### src/rtl/wptr_full_lvl.sv
// wptr_full_lvl
//   Write-side pointer and flag generator for a dual-clock Gray-pointer FIFO.
//   It keeps the binary write count and the Gray write pointer, and it
//   registers the full, almost-full, fill-level and sticky-overflow flags.
//   Every output is registered, so no input has a combinational path to an
//   output.
//
// Ports
//   wclk          write-domain clock (rising edge)
//   wrst          synchronous, active-high reset
//   winc          write request; accepted only while wfull = 0
//   wq2_rptr      Gray read pointer, already synchronised into wclk
//   waf_thresh    programmable almost-full threshold, in words
//   waf_thresh_en 1: use waf_thresh; 0: use AF_RESET
//   wovf_clr      clears woverflow (a set in the same cycle takes priority)
//   waddr         binary memory write address
//   wptr          Gray write pointer, sent to the read-side synchroniser
//   wfull         full flag
//   walmost_full  set when the fill level is at or above the threshold
//   wlevel        fill level, 0..DEPTH, a pessimistic value
//   woverflow     sticky flag: a write was attempted while full
module wptr_full_lvl #(
  parameter int ADDRSIZE = 7,
  parameter int AF_RESET = 2**ADDRSIZE - 4
) (
  input  logic                wclk,
  input  logic                wrst,
  input  logic                winc,
  input  logic [ADDRSIZE:0]   wq2_rptr,
  input  logic [ADDRSIZE:0]   waf_thresh,
  input  logic                waf_thresh_en,
  input  logic                wovf_clr,
  output logic [ADDRSIZE-1:0] waddr,
  output logic [ADDRSIZE:0]   wptr,
  output logic                wfull,
  output logic                walmost_full,
  output logic [ADDRSIZE:0]   wlevel,
  output logic                woverflow
);

  localparam logic [ADDRSIZE:0] AF_DEF = (ADDRSIZE+1)'(AF_RESET);

  logic [ADDRSIZE:0] wbin, wbinnext, wgraynext, rbin_s, lvl_next, thr;
  logic              winc_ok, wfull_val, waf_val, set_ovf;

  // Gray to binary conversion: each binary bit is the XOR of all Gray bits
  // at or above that bit position.
  always_comb begin
    rbin_s = '0;
    for (int i = 0; i <= ADDRSIZE; i++)
      rbin_s[i] = ^(wq2_rptr >> i);
  end

  assign winc_ok   = winc & ~wfull;
  assign set_ovf   = winc & wfull;
  assign wbinnext  = wbin + {{ADDRSIZE{1'b0}}, winc_ok};
  assign wgraynext = (wbinnext >> 1) ^ wbinnext;

  // Full when the next write pointer has lapped the read pointer by exactly
  // one pass. In Gray code, this means the top two bits are inverted and
  // the remaining bits are equal.
  assign wfull_val = (wgraynext == {~wq2_rptr[ADDRSIZE:ADDRSIZE-1],
                                    wq2_rptr[ADDRSIZE-2:0]});

  // The level comes from the same wbinnext as the full flag. This keeps
  // wlevel, wfull and walmost_full consistent with each other on every edge.
  assign lvl_next = wbinnext - rbin_s;
  assign thr      = waf_thresh_en ? waf_thresh : AF_DEF;
  assign waf_val  = (lvl_next >= thr);

  assign waddr = wbin[ADDRSIZE-1:0];

  always_ff @(posedge wclk) begin
    if (wrst) begin
      wbin         <= '0;
      wptr         <= '0;
      wfull        <= 1'b0;
      walmost_full <= 1'b0;
      wlevel       <= '0;
      woverflow    <= 1'b0;
    end else begin
      wbin         <= wbinnext;
      wptr         <= wgraynext;
      wfull        <= wfull_val;
      walmost_full <= waf_val;
      wlevel       <= lvl_next;
      woverflow    <= set_ovf | (woverflow & ~wovf_clr);
    end
  end

endmodule

### config.mk
export PLATFORM = sky130hd
export DESIGN_NAME = wptr_full_lvl
export DESIGN_NICKNAME = d
export VERILOG_FILES = /design/src/rtl/wptr_full_lvl.sv
export SDC_FILE = /design/constraint.sdc
export NUM_CORES = 1
export LEC_CHECK = 0
export BUFFER_PORTS_ARGS = -buffer_cell sky130_fd_sc_hd__buf_2
export CAP_MARGIN = 10
export CORE_ASPECT_RATIO = 1.1
export CORE_MARGIN = 2
export CORE_UTILIZATION = 47
export DETAILED_ROUTE_END_ITERATION = 16
export GPL_TIMING_DRIVEN = 0
export HOLD_SLACK_MARGIN = 0.03
export PLACE_DENSITY = 0.76
export SETUP_SLACK_MARGIN = 0.05
export SLEW_MARGIN = 20
export SYNTH_ARGS = -nofsm -noshare
export SYNTH_HDL_FRONTEND = slang
export SYNTH_SLANG_ARGS = --single-unit
### constraint.sdc
create_clock -name wclk -period 4 [get_ports wclk]
set_input_delay 0.8 -clock wclk [delete_from_list [all_inputs] [get_ports wclk]]
set_output_delay 0.8 -clock wclk [all_outputs]
set_load 0.02 [all_outputs]
# After elaboration in Yosys (flattened, before gate mapping)
# Index checks and enable logic that the tools add are counted.
# word_totals
ff_bits	27
in_bits	21
out_inout_bits	26
elab_cells	27
# classes
addsub	2
magnitude_cmp	1
n_eq_ne	1
mux	1
bitwise	8
reduce_logical	8
# ops
operator	n
XOR reduction 8 bit	8
adder 8 x 1 -> 8 bit	1
equality test 8 bit	1
>= comparator 8 bit	1
two-way mux 8 bit	1
subtractor 8 bit	1
bitwise XOR 7 x 8 -> 8 bit	1
bitwise AND 1 bit	3
NOT 1 bit	2
NOT 2 bit	1
OR 1 bit	1

# Depth between registers and ports, before layout
# Gate-level depths: netlist (run 1).
# logic_depth
word_depth	5
ltp_mapped	17
mapped_depth_nobuf	16

# Least setup slack after synthesis (run 1)
# OpenSTA, ideal clock, no wires.
# synth_path
path_kind	input-to-reg
from	in wq2_rptr[7]
to	reg walmost_full
setup_ns	0.140
arrival_ns	4.094
t_required_ns	3.860
slack_ns	-0.233
path_stages	16
n_path_buf	1
cell_sequence	buf_6 -> xor3_2 -> xor3_2 -> xnor2_1 -> xor2_1 -> ha_1 -> nor2b_1 -> o21ai_0 -> or2b_2 -> a31o_4 -> a31oi_4 -> xor2_1 -> ha_1 -> a21oi_1 -> nor2b_1 -> a221oi_1
# synth_between
elab_chain_len	3
elab_cells_between_ends	10
classes_between	add/sub (1); order compare (1); reduce/logical (8)
# synth_lines
item	line_no	text
start: declaration	29	input logic [ADDRSIZE:0] wq2_rptr,
XOR reduction 8 bit	51	rbin_s[i] = ^(wq2_rptr >> i);
subtractor 8 bit *	67	assign lvl_next = wbinnext - rbin_s;
named net lvl_next[7]	43	logic [ADDRSIZE:0] wbin, wbinnext, wgraynext, rbin_s, lvl_next, thr;
>= comparator 8 bit *	69	assign waf_val = (lvl_next >= thr);
end signal: assignment	85	walmost_full <= waf_val;
end: declaration	36	output logic walmost_full,
# Mark *: on every way through the listed nets, which the timed path passes. The rest lies on a longest branch.
# A chain may end at the register's enable or synchronous reset.

# Worst setup path in the final report (run 1)
# layout_path
from	in wq2_rptr[6]
to	reg walmost_full
# The elaborated chain is that of the path after synthesis.

==> implementation parameters, run 1 <==
Parameter                              Value

Synthesis
  Synth unique cells ... 36
  Part of the Yosys area used for sequential elements ... 0.3111
  Average instance area after synthesis ... 9.242 µm²
  Cell area after synthesis ... 1673 µm²
  Number of storage elements in the synthesis netlist ... 26
  Count of yosys warnings during synthesis ... 0
  Total nets after synthesis ... 220
  Area share of the leading cell type in the synthesized netlist ... 0.3111
  Most area-hungry cell type in the Yosys netlist ... sky130_fd_sc_hd__dfxtp_1
  Post-Syn Instances ... 181
  Cell types with the largest area share after synthesis ... sky130_fd_sc_hd__dfxtp_1 31%, sky130_fd_sc_hd__ha_1 13%, sky130_fd_sc_hd__xnor2_1 11%

Route
  Routed WL per cell ... ~11 µm
  Met2 wirelength from detailed routing ... between 1.5 and 2 mm
  Number of DRC violations after detailed-routing iteration 0 ... 34
  Overall via count from detail_route ... between 1000 and 1500
  Met1 WL ... around 1.3 mm
  Number of nets with antenna violations after detailed routing ... 0
  Post-route DRC violation count ... 0
  Top routing layer in use ... met4
  Vias/cell ... 4.717
  Length of routed met3 wiring ... about 140 µm
  Count of TritonRoute iterations in the first routing pass ... 4
  Final wirelength ... approximately 3 mm

Cells and area
  Register Area ... 520.5 µm²
  Share of the core filled with cells in the final layout ... 0.6116
  Proportion of layout cells with a drive suffix above 1 ... 0.2944
  Final cell area excluding filler cells ... ~2100 µm²
  Area added between synthesis and finish ... 23.78%
  Leading cell types in the layout, fill and taps excluded ... 42 x sky130_fd_sc_hd__buf_2, 26 x sky130_fd_sc_hd__dfxtp_1, 23 x sky130_fd_sc_hd__nor2_1
  Nets ... 271
  Area of the multi-input gates ... 1122 µm²
  # fillers ... 323
  Most common cell after layout, fill and taps aside ... sky130_fd_sc_hd__buf_2
  Antenna Diode Count ... 0

Power and ir drop
  Worst vdd ir ... 0.3139 mV
  Leak Pwr ... 1.004 nW
  Power per cell area ... roughly 400 nW/µm²

STA
  Final setup fails ... 0
  Final Slew Violations ... 0
  Minimum period implied by the final worst setup slack ... around 3.9 ns
  Tcrit/Tclk final ... 0.9736
  Pin slew with the least headroom to its limit ... 0.5818 ns
  Final setup TNS ... 0 ns
  Slew Limit Headroom ... 0.6108
  Top achievable clock speed ... 256.8 MHz
  Final Hold Vio Count ... 0
  Worst Clk Skew ... 0.003289 ns
  Unrepaired setup endpoints after global routing ... true

Die
  Overall die area ... ~4100 µm²
  Floorplan die width ... 60.89 µm
  Vert. Die Dim ... approximately 67 µm
  Standard-cell rows ... 22
  Initial Utilization ... 0.4941
  Placeable core region ... 3386 µm²
  IO Count ... 47

Global routing
  Antenna violations before repair ... 0
  Total gr overflow ... 0
  Maximum number of pins on one net before global-route repair ... 16
  Via count of the first global-routing pass ... approximately 1200
  Global-route wire length before repair ... 4.947 mm
  Overall Global Routing Usage ... 0.1627

Setup path
  Kind of start point of the critical path ... input pin
  Top fanout value on the critical path ... 3
  WP data required ... 4.25 ns
  Critical R2R Launch ... wfull
  Category of the worst setup path capture point ... register
  Critical-path cell list ... buf_4 > xor3_2 > xor3_2 > xnor2_4 > xor2_2 > xnor2_1 > ha_2 > fa_2 > inv_1 > a21oi_1 > maj3_2 > o21ai_1 > xnor2_1 > ha_2 > a21oi_2 > nor2b_1 > a221oi_1
  Crit. Startpoint ... wq2_rptr[6]
  Kind of critical path ... in -> reg
  Worst path max stage delay ... ~0.42 ns
  Critical-path cell with the highest stage delay ... sky130_fd_sc_hd__xor3_2
  CP Data Arrival Time ... around 4.1 ns

Clocking
  Number of buffers created by CTS ... 3
  Worst skew pair latency ... 0.33 ns
  CTS H-Tree Depth ... 1
  Hold-fix buffer count after cts ... 0
  Number of sinks driven by the clock tree ... 26
  Root buffer cell ... sky130_fd_sc_hd__clkbuf_4
  Clock-pin transition on the worst setup and hold timing paths ... 0.15 ns
  Clock tree from TritonCTS ... done
  Maximum count of clock buffers along a single path ... 2

Outcome
  Run status ... finished, final reports clean

Placed design
  Routability Congestion ... 0.8111
  Placed cell area ... approximately 2000 µm²
  Port Buffers ... 44
  Placed wire-length estimate after detailed placement ... roughly 2.4 mm

Flow run
  Max-Cap Viols ... 0

Min path
  Hold crit path type ... reg -> reg
  Origin of the worst min-delay path ... woverflow
-- sequential cells by signal, indices dropped and copies added, names as in the netlist --
signal	count
wfull	1
woverflow	1
wbin	8
wptr	7
walmost_full	1
wlevel	8
-- cells in the mapped netlist --
library cell / instances
sky130_fd_sc_hd__a2111oi_0: 1
sky130_fd_sc_hd__a21o_1: 1
sky130_fd_sc_hd__a21oi_1: 8
sky130_fd_sc_hd__a221oi_1: 1
sky130_fd_sc_hd__a31o_4: 1
sky130_fd_sc_hd__a31oi_4: 1
sky130_fd_sc_hd__and2_1: 3
sky130_fd_sc_hd__and3_1: 2
sky130_fd_sc_hd__and4_1: 1
sky130_fd_sc_hd__buf_6: 2
sky130_fd_sc_hd__clkbuf_1: 2
sky130_fd_sc_hd__dfxtp_1: 26
sky130_fd_sc_hd__fa_1: 1
sky130_fd_sc_hd__ha_1: 17
sky130_fd_sc_hd__inv_1: 11
sky130_fd_sc_hd__maj3_1: 1
sky130_fd_sc_hd__mux2_1: 1
sky130_fd_sc_hd__mux2_4: 1
sky130_fd_sc_hd__mux2i_1: 2
sky130_fd_sc_hd__nand2_1: 9
sky130_fd_sc_hd__nand2b_1: 2
sky130_fd_sc_hd__nand3_1: 4
sky130_fd_sc_hd__nor2_1: 23
sky130_fd_sc_hd__nor2_2: 1
sky130_fd_sc_hd__nor2b_1: 15
sky130_fd_sc_hd__nor3_1: 2
sky130_fd_sc_hd__nor3b_1: 1
sky130_fd_sc_hd__o21ai_0: 4
sky130_fd_sc_hd__o21ai_1: 1
sky130_fd_sc_hd__o21bai_1: 1
sky130_fd_sc_hd__or2b_2: 1
sky130_fd_sc_hd__or3_2: 1
sky130_fd_sc_hd__xnor2_1: 21
sky130_fd_sc_hd__xnor2_2: 1
sky130_fd_sc_hd__xor2_1: 9
sky130_fd_sc_hd__xor3_2: 2
-- kinds of logic after synthesis --
kind of cell / after synthesis / synth area share
AND/OR/NAND/NOR: 65 / 0.1952
XOR/XNOR: 33 / 0.1967
flip-flops: 26 / 0.3111
AO/OA/AOI/OAI: 19 / 0.08153
adder cells (fa/ha/maj): 19 / 0.1451
buffers and inverters: 15 / 0.04263
multiplexers: 4 / 0.02767
-- per-stage QoR --
step	power [mW]	hold slack, ns	setup slack [ns]	std cells
after floorplan	0.5689	0.5425	-0.1887	181
after global placement	0.6405	0.4528	-0.5187	273
after detailed placement	0.6447	0.4623	-0.5450	273
after CTS	0.8397	0.4828	0.06439	279
after global routing	0.9077	0.5157	-0.09778	279
final	0.8359	0.4822	0.1055	279
-- metal layers --
metal	GRT usage	vias up
li1	-	693
met4	0.04891	0
met1	0.1969	589
met2	0.2903	32
met5	0	-
met3	0.02330	2
-- where the power goes --
group          internal, mW  switching, mW
logic                 0.172          0.184
registers             0.288        0.00763
clock network         0.101         0.0826
total                 0.561          0.275
-- final cells by class --
type / count / area share
clock buffer: 3 / 0.01088
buffer: 4 / 0.01450
timing repair buffer: 46 / 0.1178
clock inverter: 1 / 0.01450
inverter: 11 / 0.01994
tap: 48 / 0.02900
sequential: 26 / 0.2514
multi-input combinational: 140 / 0.5420
-- final timing paths --
check / to / slack, ns / depth (start not counted)
min: woverflow / 0.48 / 2
max: walmost_full / 0.11 / 17
min reg2reg: woverflow / 0.48 / 2
max reg2reg: walmost_full / 0.49 / 15
-- worst max-delay path, delay by kind of cell --
kind	cells	cell delay, ns
and+or+nand+nor	1	0.12
adders and majority gates	4	1.09
xor gates and xnor gates	6	1.41
buffers and inverters	2	0.19
AOI/OAI and AO/OA	4	0.54
-- timing repair --
action                     4_1_cts  5_1_grt
gates resized for setup          1        3
setup endpoints to repair        1        1
pin swaps                        3        0
buffers inserted                 2        0
(Power assumes the default switching activity.)
==> run 2, diff against run 1 <==
--- a/config.mk
+++ b/config.mk
@@ -14,6 +14,7 @@
 export GPL_TIMING_DRIVEN = 0
 export HOLD_SLACK_MARGIN = 0.03
 export PLACE_DENSITY = 0.76
+export REMOVE_ABC_BUFFERS = 1
 export SETUP_SLACK_MARGIN = 0.05
 export SLEW_MARGIN = 20
 export SYNTH_ARGS = -nofsm -noshare
==> run 2 against run 1 <==
- register-to-register slack is essentially flat
- via count grew 2.1%
- wire length grew 0.20%
- sequential cell count is the same
- global-route usage grew 0.38 points
- clock skew shrank 0.00059 ns
- sequential share of layout area shrank 0.54 points
- utilization grew 1.3 points
- cell area grew 2.2%
==> implementation parameters, run 2 (synthesis results as in run 1) <==
Parameter                              Value

Clocking
  Number of sinks driven by the clock tree ... 26
  Clock tree from TritonCTS ... done
  Worst skew pair latency ... 0.32 ns
  CTS H-Tree Depth ... 1
  Clock-pin transition on the worst setup and hold timing paths ... 0.15 ns
  Root buffer cell ... sky130_fd_sc_hd__clkbuf_4
  Number of buffers created by CTS ... 3
  Maximum count of clock buffers along a single path ... 2
  Hold-fix buffer count after cts ... 0

Route
  Final wirelength ... 3.002 mm
  Overall via count from detail_route ... 1344
  Count of TritonRoute iterations in the first routing pass ... 4
  Vias/cell ... 4.749
  Number of DRC violations after detailed-routing iteration 0 ... 23
  Post-route DRC violation count ... 0
  Number of nets with antenna violations after detailed routing ... 0
  Routed WL per cell ... 10.61 µm

Cells and area
  Most common cell after layout, fill and taps aside ... sky130_fd_sc_hd__buf_2
  Share of the core filled with cells in the final layout ... 0.6249
  Leading cell types in the layout, fill and taps excluded ... 44 x sky130_fd_sc_hd__buf_2, 26 x sky130_fd_sc_hd__dfxtp_1, 23 x sky130_fd_sc_hd__nor2_1
  Area added between synthesis and finish ... 26.48%
  Proportion of layout cells with a drive suffix above 1 ... 0.3277
  Leading registers by flop count ... wbin (8), wlevel (8), wptr (7)
  Nets ... roughly 280
  Antenna Diode Count ... 0

STA
  Pin slew with the least headroom to its limit ... 0.5886 ns
  Worst Clk Skew ... 0.002698 ns
  Final Hold Vio Count ... 0
  Tcrit/Tclk final ... 0.9663
  Slew Limit Headroom ... 0.6063
  Top achievable clock speed ... 258.7 MHz
  Final setup fails ... 0
  Minimum period implied by the final worst setup slack ... roughly 3.9 ns
  Final Slew Violations ... 0
  Final setup TNS ... 0 ns
  Unrepaired setup endpoints after global routing ... true

Power and ir drop
  Combinational power share ... 0.444
  Cell-internal power ... 579.0 µW
  Power per cell area ... between 400 and 500 nW/µm²
  Part of the power in the clock network ... 0.214
  Leak Pwr ... 1.032 nW
  Worst vdd ir ... 0.3262 mV
  Switching pwr ... between 200 and 300 µW
  Power consumption ... 862.5 µW
  Sequential Power Share ... 0.343
  Switching fraction of total power ... 0.3287

Die
  Placeable core region ... 3386 µm²
  Overall die area ... 4053 µm²
  Standard-cell rows ... 22
  Floorplan die width ... about 61 µm
  IO Count ... 47
  Vert. Die Dim ... 66.57 µm
  Initial Utilization ... 0.4941

Outcome
  Run status ... finished, final reports clean

Min path
  Hold crit path type ... reg -> reg

Setup path
  Worst setup slack for register-to-register paths ... roughly 0.49 ns
  Top fanout value on the critical path ... 3
  WP data required ... 4.21 ns
  Kind of critical path ... in -> reg
  Kind of start point of the critical path ... input pin
  Category of the worst setup path capture point ... register
  CP Data Arrival Time ... between 4 and 5 ns

Global routing
  Via count of the first global-routing pass ... between 1000 and 1500
  Antenna violations before repair ... 0
  Total gr overflow ... 0
  Overall Global Routing Usage ... 0.1664
  Global-route wire length before repair ... approximately 5.2 mm
  Maximum number of pins on one net before global-route repair ... 29

Placed design
  Port Buffers ... 46
  Routability Congestion ... 0.7653
  Placed wire-length estimate after detailed placement ... 2.296 mm

Flow run
  Max-Cap Viols ... 0
[run 2: changes by cell type in the layout (fill, tap and decap cells not counted)]
cell / previous run / this run
sky130_fd_sc_hd__nor2b_2: 0 / 1
sky130_fd_sc_hd__nor2b_1: 15 / 14
sky130_fd_sc_hd__a221oi_1: 1 / 0
sky130_fd_sc_hd__clkbuf_1: 2 / 0
sky130_fd_sc_hd__buf_8: 0 / 1
sky130_fd_sc_hd__a221oi_2: 0 / 1
sky130_fd_sc_hd__o21ai_1: 2 / 1
sky130_fd_sc_hd__buf_2: 42 / 44
sky130_fd_sc_hd__buf_4: 3 / 8
sky130_fd_sc_hd__o21ai_2: 0 / 1
sky130_fd_sc_hd__buf_6: 3 / 1
[run 2: layer usage]
layer / vias to the layer above / track usage / wire length, µm / share of wire
li1: 702 / - / - / -
met1: 615 / 0.2000 / 1353 / 0.45
met2: 25 / 0.2984 / 1528 / 0.51
met3: 2 / 0.02524 / 105 / 0.035
met4: 0 / 0.04891 / 16 / 0.0053
met5: - / 0 / 0 / 0
[run 2: critical path, cell delays in order]
cell and delay (ns):
sky130_fd_sc_hd__buf_8 0.09, sky130_fd_sc_hd__xor3_2 0.43, sky130_fd_sc_hd__xor3_2 0.33, sky130_fd_sc_hd__xnor2_4 0.19, sky130_fd_sc_hd__xor2_2 0.23, sky130_fd_sc_hd__xnor2_1 0.15
sky130_fd_sc_hd__ha_2 0.21, sky130_fd_sc_hd__nor2b_1 0.05, sky130_fd_sc_hd__o21ai_1 0.11, sky130_fd_sc_hd__or2b_4 0.28, sky130_fd_sc_hd__a31o_4 0.23, sky130_fd_sc_hd__a31oi_4 0.17
sky130_fd_sc_hd__xor2_1 0.17, sky130_fd_sc_hd__ha_1 0.27, sky130_fd_sc_hd__a21oi_2 0.14, sky130_fd_sc_hd__nor2b_2 0.16, sky130_fd_sc_hd__a221oi_2 0.06
[run 2: worst paths after layout]
path	end	depth (start not counted)	startpoint
worst max-delay path	walmost_full	17	wq2_rptr[6]
worst min-delay path	woverflow	2	woverflow
worst max register to register	walmost_full	15	wfull
worst min register to register	woverflow	2	woverflow
[run 2: stage by stage]
stage | cell area (µm²) | instances | hold slack [ns] | setup slack, ns
4_1_cts | 2108 | 282 | 0.4841 | 0.003516
3_5_place_dp | 1933 | 271 | 0.4664 | -0.5598
5_1_grt | 2116 | 283 | 0.5122 | -0.04329
3_3_place_gp | 1933 | 271 | 0.4566 | -0.5154
2_1_floorplan | 1643 | 177 | 0.5364 | -0.1525
6_report | 2116 | 283 | 0.4833 | 0.1347
[run 2: layout make-up]
class | count | area, µm²
Fill cell | 302 | 1270
Sequential cell | 26 | 520.5
Clock inverter | 1 | 30.03
Tap cell | 48 | 60.06
Inverter | 11 | 41.29
Multi-Input combinational cell | 140 | 1135
Clock buffer | 3 | 22.52
Timing Repair Buffer | 54 | 306.5
[run 2: power by group through the flow]
stage	combinational (mW)	clock, mW	sequential, mW
2_1_floorplan	0.210	0	0.340
3_3_place_gp	0.322	0	0.301
3_5_place_dp	0.329	0	0.301
4_1_cts	0.381	0.187	0.296
5_1_grt	0.437	0.199	0.299
6_report	0.383	0.184	0.296
[run 2: what timing repair did]
| action | in CTS | in global routing |
|---|---|---|
| buffers inserted | 7 | 1 |
| setup endpoints to repair | 1 | 1 |
| cloned | 0 | 0 |
| resized for setup | 18 | 0 |
| pin swaps | 12 | 3 |
==> run 3, diff against run 2 <==
==> constraint.sdc (replaced) <==
create_clock -name wclk -period 4 [get_ports wclk]
set_input_delay 0.4 -clock wclk [delete_from_list [all_inputs] [get_ports wclk]]
set_output_delay 0.4 -clock wclk [all_outputs]
set_load 0.02 [all_outputs]
==> run 3 against run 2 <==
- utilization shrank 3.4 points
- critical path type unchanged
- sequential cell count is the same
- cell count shrank 2.8%
- clock-buffer cell count is the same
- global-route usage shrank 0.82 points
- sequential power is essentially flat
- die area is the same
==> implementation parameters, run 3 (synthesis results as in run 1) <==
Parameter                              Value

Global routing
  Overall Global Routing Usage ... 0.1582
  Total gr overflow ... 0
  Maximum number of pins on one net before global-route repair ... 29
  Via count of the first global-routing pass ... 1200
  Antenna violations before repair ... 0
  Global-route wire length before repair ... 4.961 mm

STA
  Minimum period implied by the final worst setup slack ... 3.660 ns
  Tcrit/Tclk final ... 0.9150
  Worst Hold Slack ... 0.3202 ns
  Unrepaired setup endpoints after global routing ... false
  Worst Clk Skew ... 0.002916 ns
  Top achievable clock speed ... 273.2 MHz
  Final Slew Violations ... 0
  Pin slew with the least headroom to its limit ... 0.5735 ns
  Slew Limit Headroom ... 0.6164
  Final setup fails ... 0
  Final Hold Vio Count ... 0
  Final setup TNS ... 0 ns

Clocking
  CTS H-Tree Depth ... 1
  Post CTS Setup Buffer Count ... 0
  Number of sinks driven by the clock tree ... 26
  Maximum count of clock buffers along a single path ... 2
  Number of buffers created by CTS ... 3
  Worst skew pair latency ... about 0.32 ns
  Clock-pin transition on the worst setup and hold timing paths ... 0.15 ns
  Root buffer cell ... sky130_fd_sc_hd__clkbuf_4
  Clock tree from TritonCTS ... done

Route
  Vias/cell ... 4.713
  Number of nets with antenna violations after detailed routing ... 0
  Number of DRC violations after detailed-routing iteration 0 ... 19
  Post-route DRC violation count ... 0
  Routed WL per cell ... 10.22 µm
  Count of TritonRoute iterations in the first routing pass ... 4
  Final wirelength ... 2.810 mm
  Overall via count from detail_route ... about 1300

Setup path
  WP data required ... 4.20 ns
  Kind of critical path ... in -> reg
  CP Data Arrival Time ... 3.86 ns
  Category of the worst setup path capture point ... register
  Top fanout value on the critical path ... 4
  Worst setup slack for register-to-register paths ... around 0.36 ns
  Kind of start point of the critical path ... input pin

Cells and area
  Area added between synthesis and finish ... 19.60%
  Final cell area excluding filler cells ... 2001 µm²
  Nets ... ~270
  Proportion of layout cells with a drive suffix above 1 ... 0.2687
  Most common cell after layout, fill and taps aside ... sky130_fd_sc_hd__buf_2
  Leading cell types in the layout, fill and taps excluded ... 46 x sky130_fd_sc_hd__buf_2, 26 x sky130_fd_sc_hd__dfxtp_1, 23 x sky130_fd_sc_hd__nor2_1
  Antenna Diode Count ... 0
  Count of placed standard cells in the final layout, fillers left out ... 275
  # fillers ... 313
  Leading registers by flop count ... wbin (8), wlevel (8), wptr (7)

Placed design
  Port Buffers ... 46
  Placed wire-length estimate after detailed placement ... 2.296 mm
  Cell count after placement ... 271
  Placed cell area ... 1933 µm²
  Routability Congestion ... 0.7653

Min path
  Hold crit path type ... in -> reg

Die
  Initial Utilization ... 0.4941
  Vert. Die Dim ... ~67 µm
  IO Count ... 47
  Floorplan die width ... 60.89 µm
  Standard-cell rows ... 22
  Overall die area ... 4053 µm²
  Placeable core region ... 3386 µm²

Power and ir drop
  Power per cell area ... about 400 nW/µm²
  Leak Pwr ... 0.9856 nW
  Power consumption ... approximately 810 µW
  Worst vdd ir ... 0.2711 mV

Outcome
  Run status ... finished, final reports clean

Flow run
  Max-Cap Viols ... 0
==> run 3: cell count changes in the layout (fill, tap and decap cells not counted), sizes merged <==
| cell | change |
|---|---|
| buf | -8 |
==> run 3: final timing paths <==
path                    start           end  cells past startpoint
hold reg to reg     woverflow     woverflow                      2
setup / recovery  wq2_rptr[5]  walmost_full                     17
hold / removal       wovf_clr     woverflow                      3
setup reg to reg        wfull  walmost_full                     15
==> run 3: metrics by stage <==
step	utilization	setup WS, ns
after floorplan	-	0.2475
after global placement	0.5710	-0.1154
after detailed placement	0.5710	-0.1598
after CTS	0.5865	0.1886
after global routing	0.5909	0.06174
final	0.5909	0.3400
==> run 3: area by class of cell <==
type | instances | area, µm² | share of cell area
well taps | 48 | 60.06 | 0.03002
multi-input cells | 140 | 1096 | 0.5478
flip-flops and latches | 26 | 520.5 | 0.2602
repair buffers | 46 | 230.2 | 0.1151
clock buffers | 3 | 22.52 | 0.01126
inverters | 11 | 41.29 | 0.02064
clock inverters | 1 | 30.03 | 0.01501
==> run 3: critical path, cell delays in order <==
cell and delay (ns):
sky130_fd_sc_hd__buf_2 0.10, sky130_fd_sc_hd__xor3_2 0.47, sky130_fd_sc_hd__xor3_2 0.31, sky130_fd_sc_hd__xnor2_2 0.23, sky130_fd_sc_hd__xor2_2 0.22, sky130_fd_sc_hd__xnor2_1 0.14
sky130_fd_sc_hd__ha_1 0.19, sky130_fd_sc_hd__nor2b_1 0.05, sky130_fd_sc_hd__o21ai_0 0.11, sky130_fd_sc_hd__or2b_2 0.33, sky130_fd_sc_hd__a31o_4 0.25, sky130_fd_sc_hd__a31oi_4 0.20
sky130_fd_sc_hd__xor2_1 0.18, sky130_fd_sc_hd__ha_1 0.26, sky130_fd_sc_hd__a21oi_1 0.17, sky130_fd_sc_hd__nor2b_1 0.15, sky130_fd_sc_hd__a221oi_1 0.08
==> run 3: power by group <==
part	leakage (nW)	switching, mW	internal, mW
sequential	0.213	0.00780	0.288
combinational	0.745	0.176	0.153
clock	0.0279	0.0821	0.101
total	0.986	0.266	0.542
==> run 3: per-layer routing <==
metal / GRT usage / part of all wire / vias up
met4: 0.04891 / 0.0057 / 0
met2: 0.2728 / 0.49 / 21
li1: - / - / 688
met1: 0.1979 / 0.47 / 585
met5: 0 / 0 / -
met3: 0.02524 / 0.032 / 2
==> run 3: what timing repair did <==
| action | 4_1_cts | 5_1_grt |
|---|---|---|
| resized for setup | 0 | 2 |
| setup endpoints to repair | 0 | 1 |
| hold buffers | 0 | 0 |
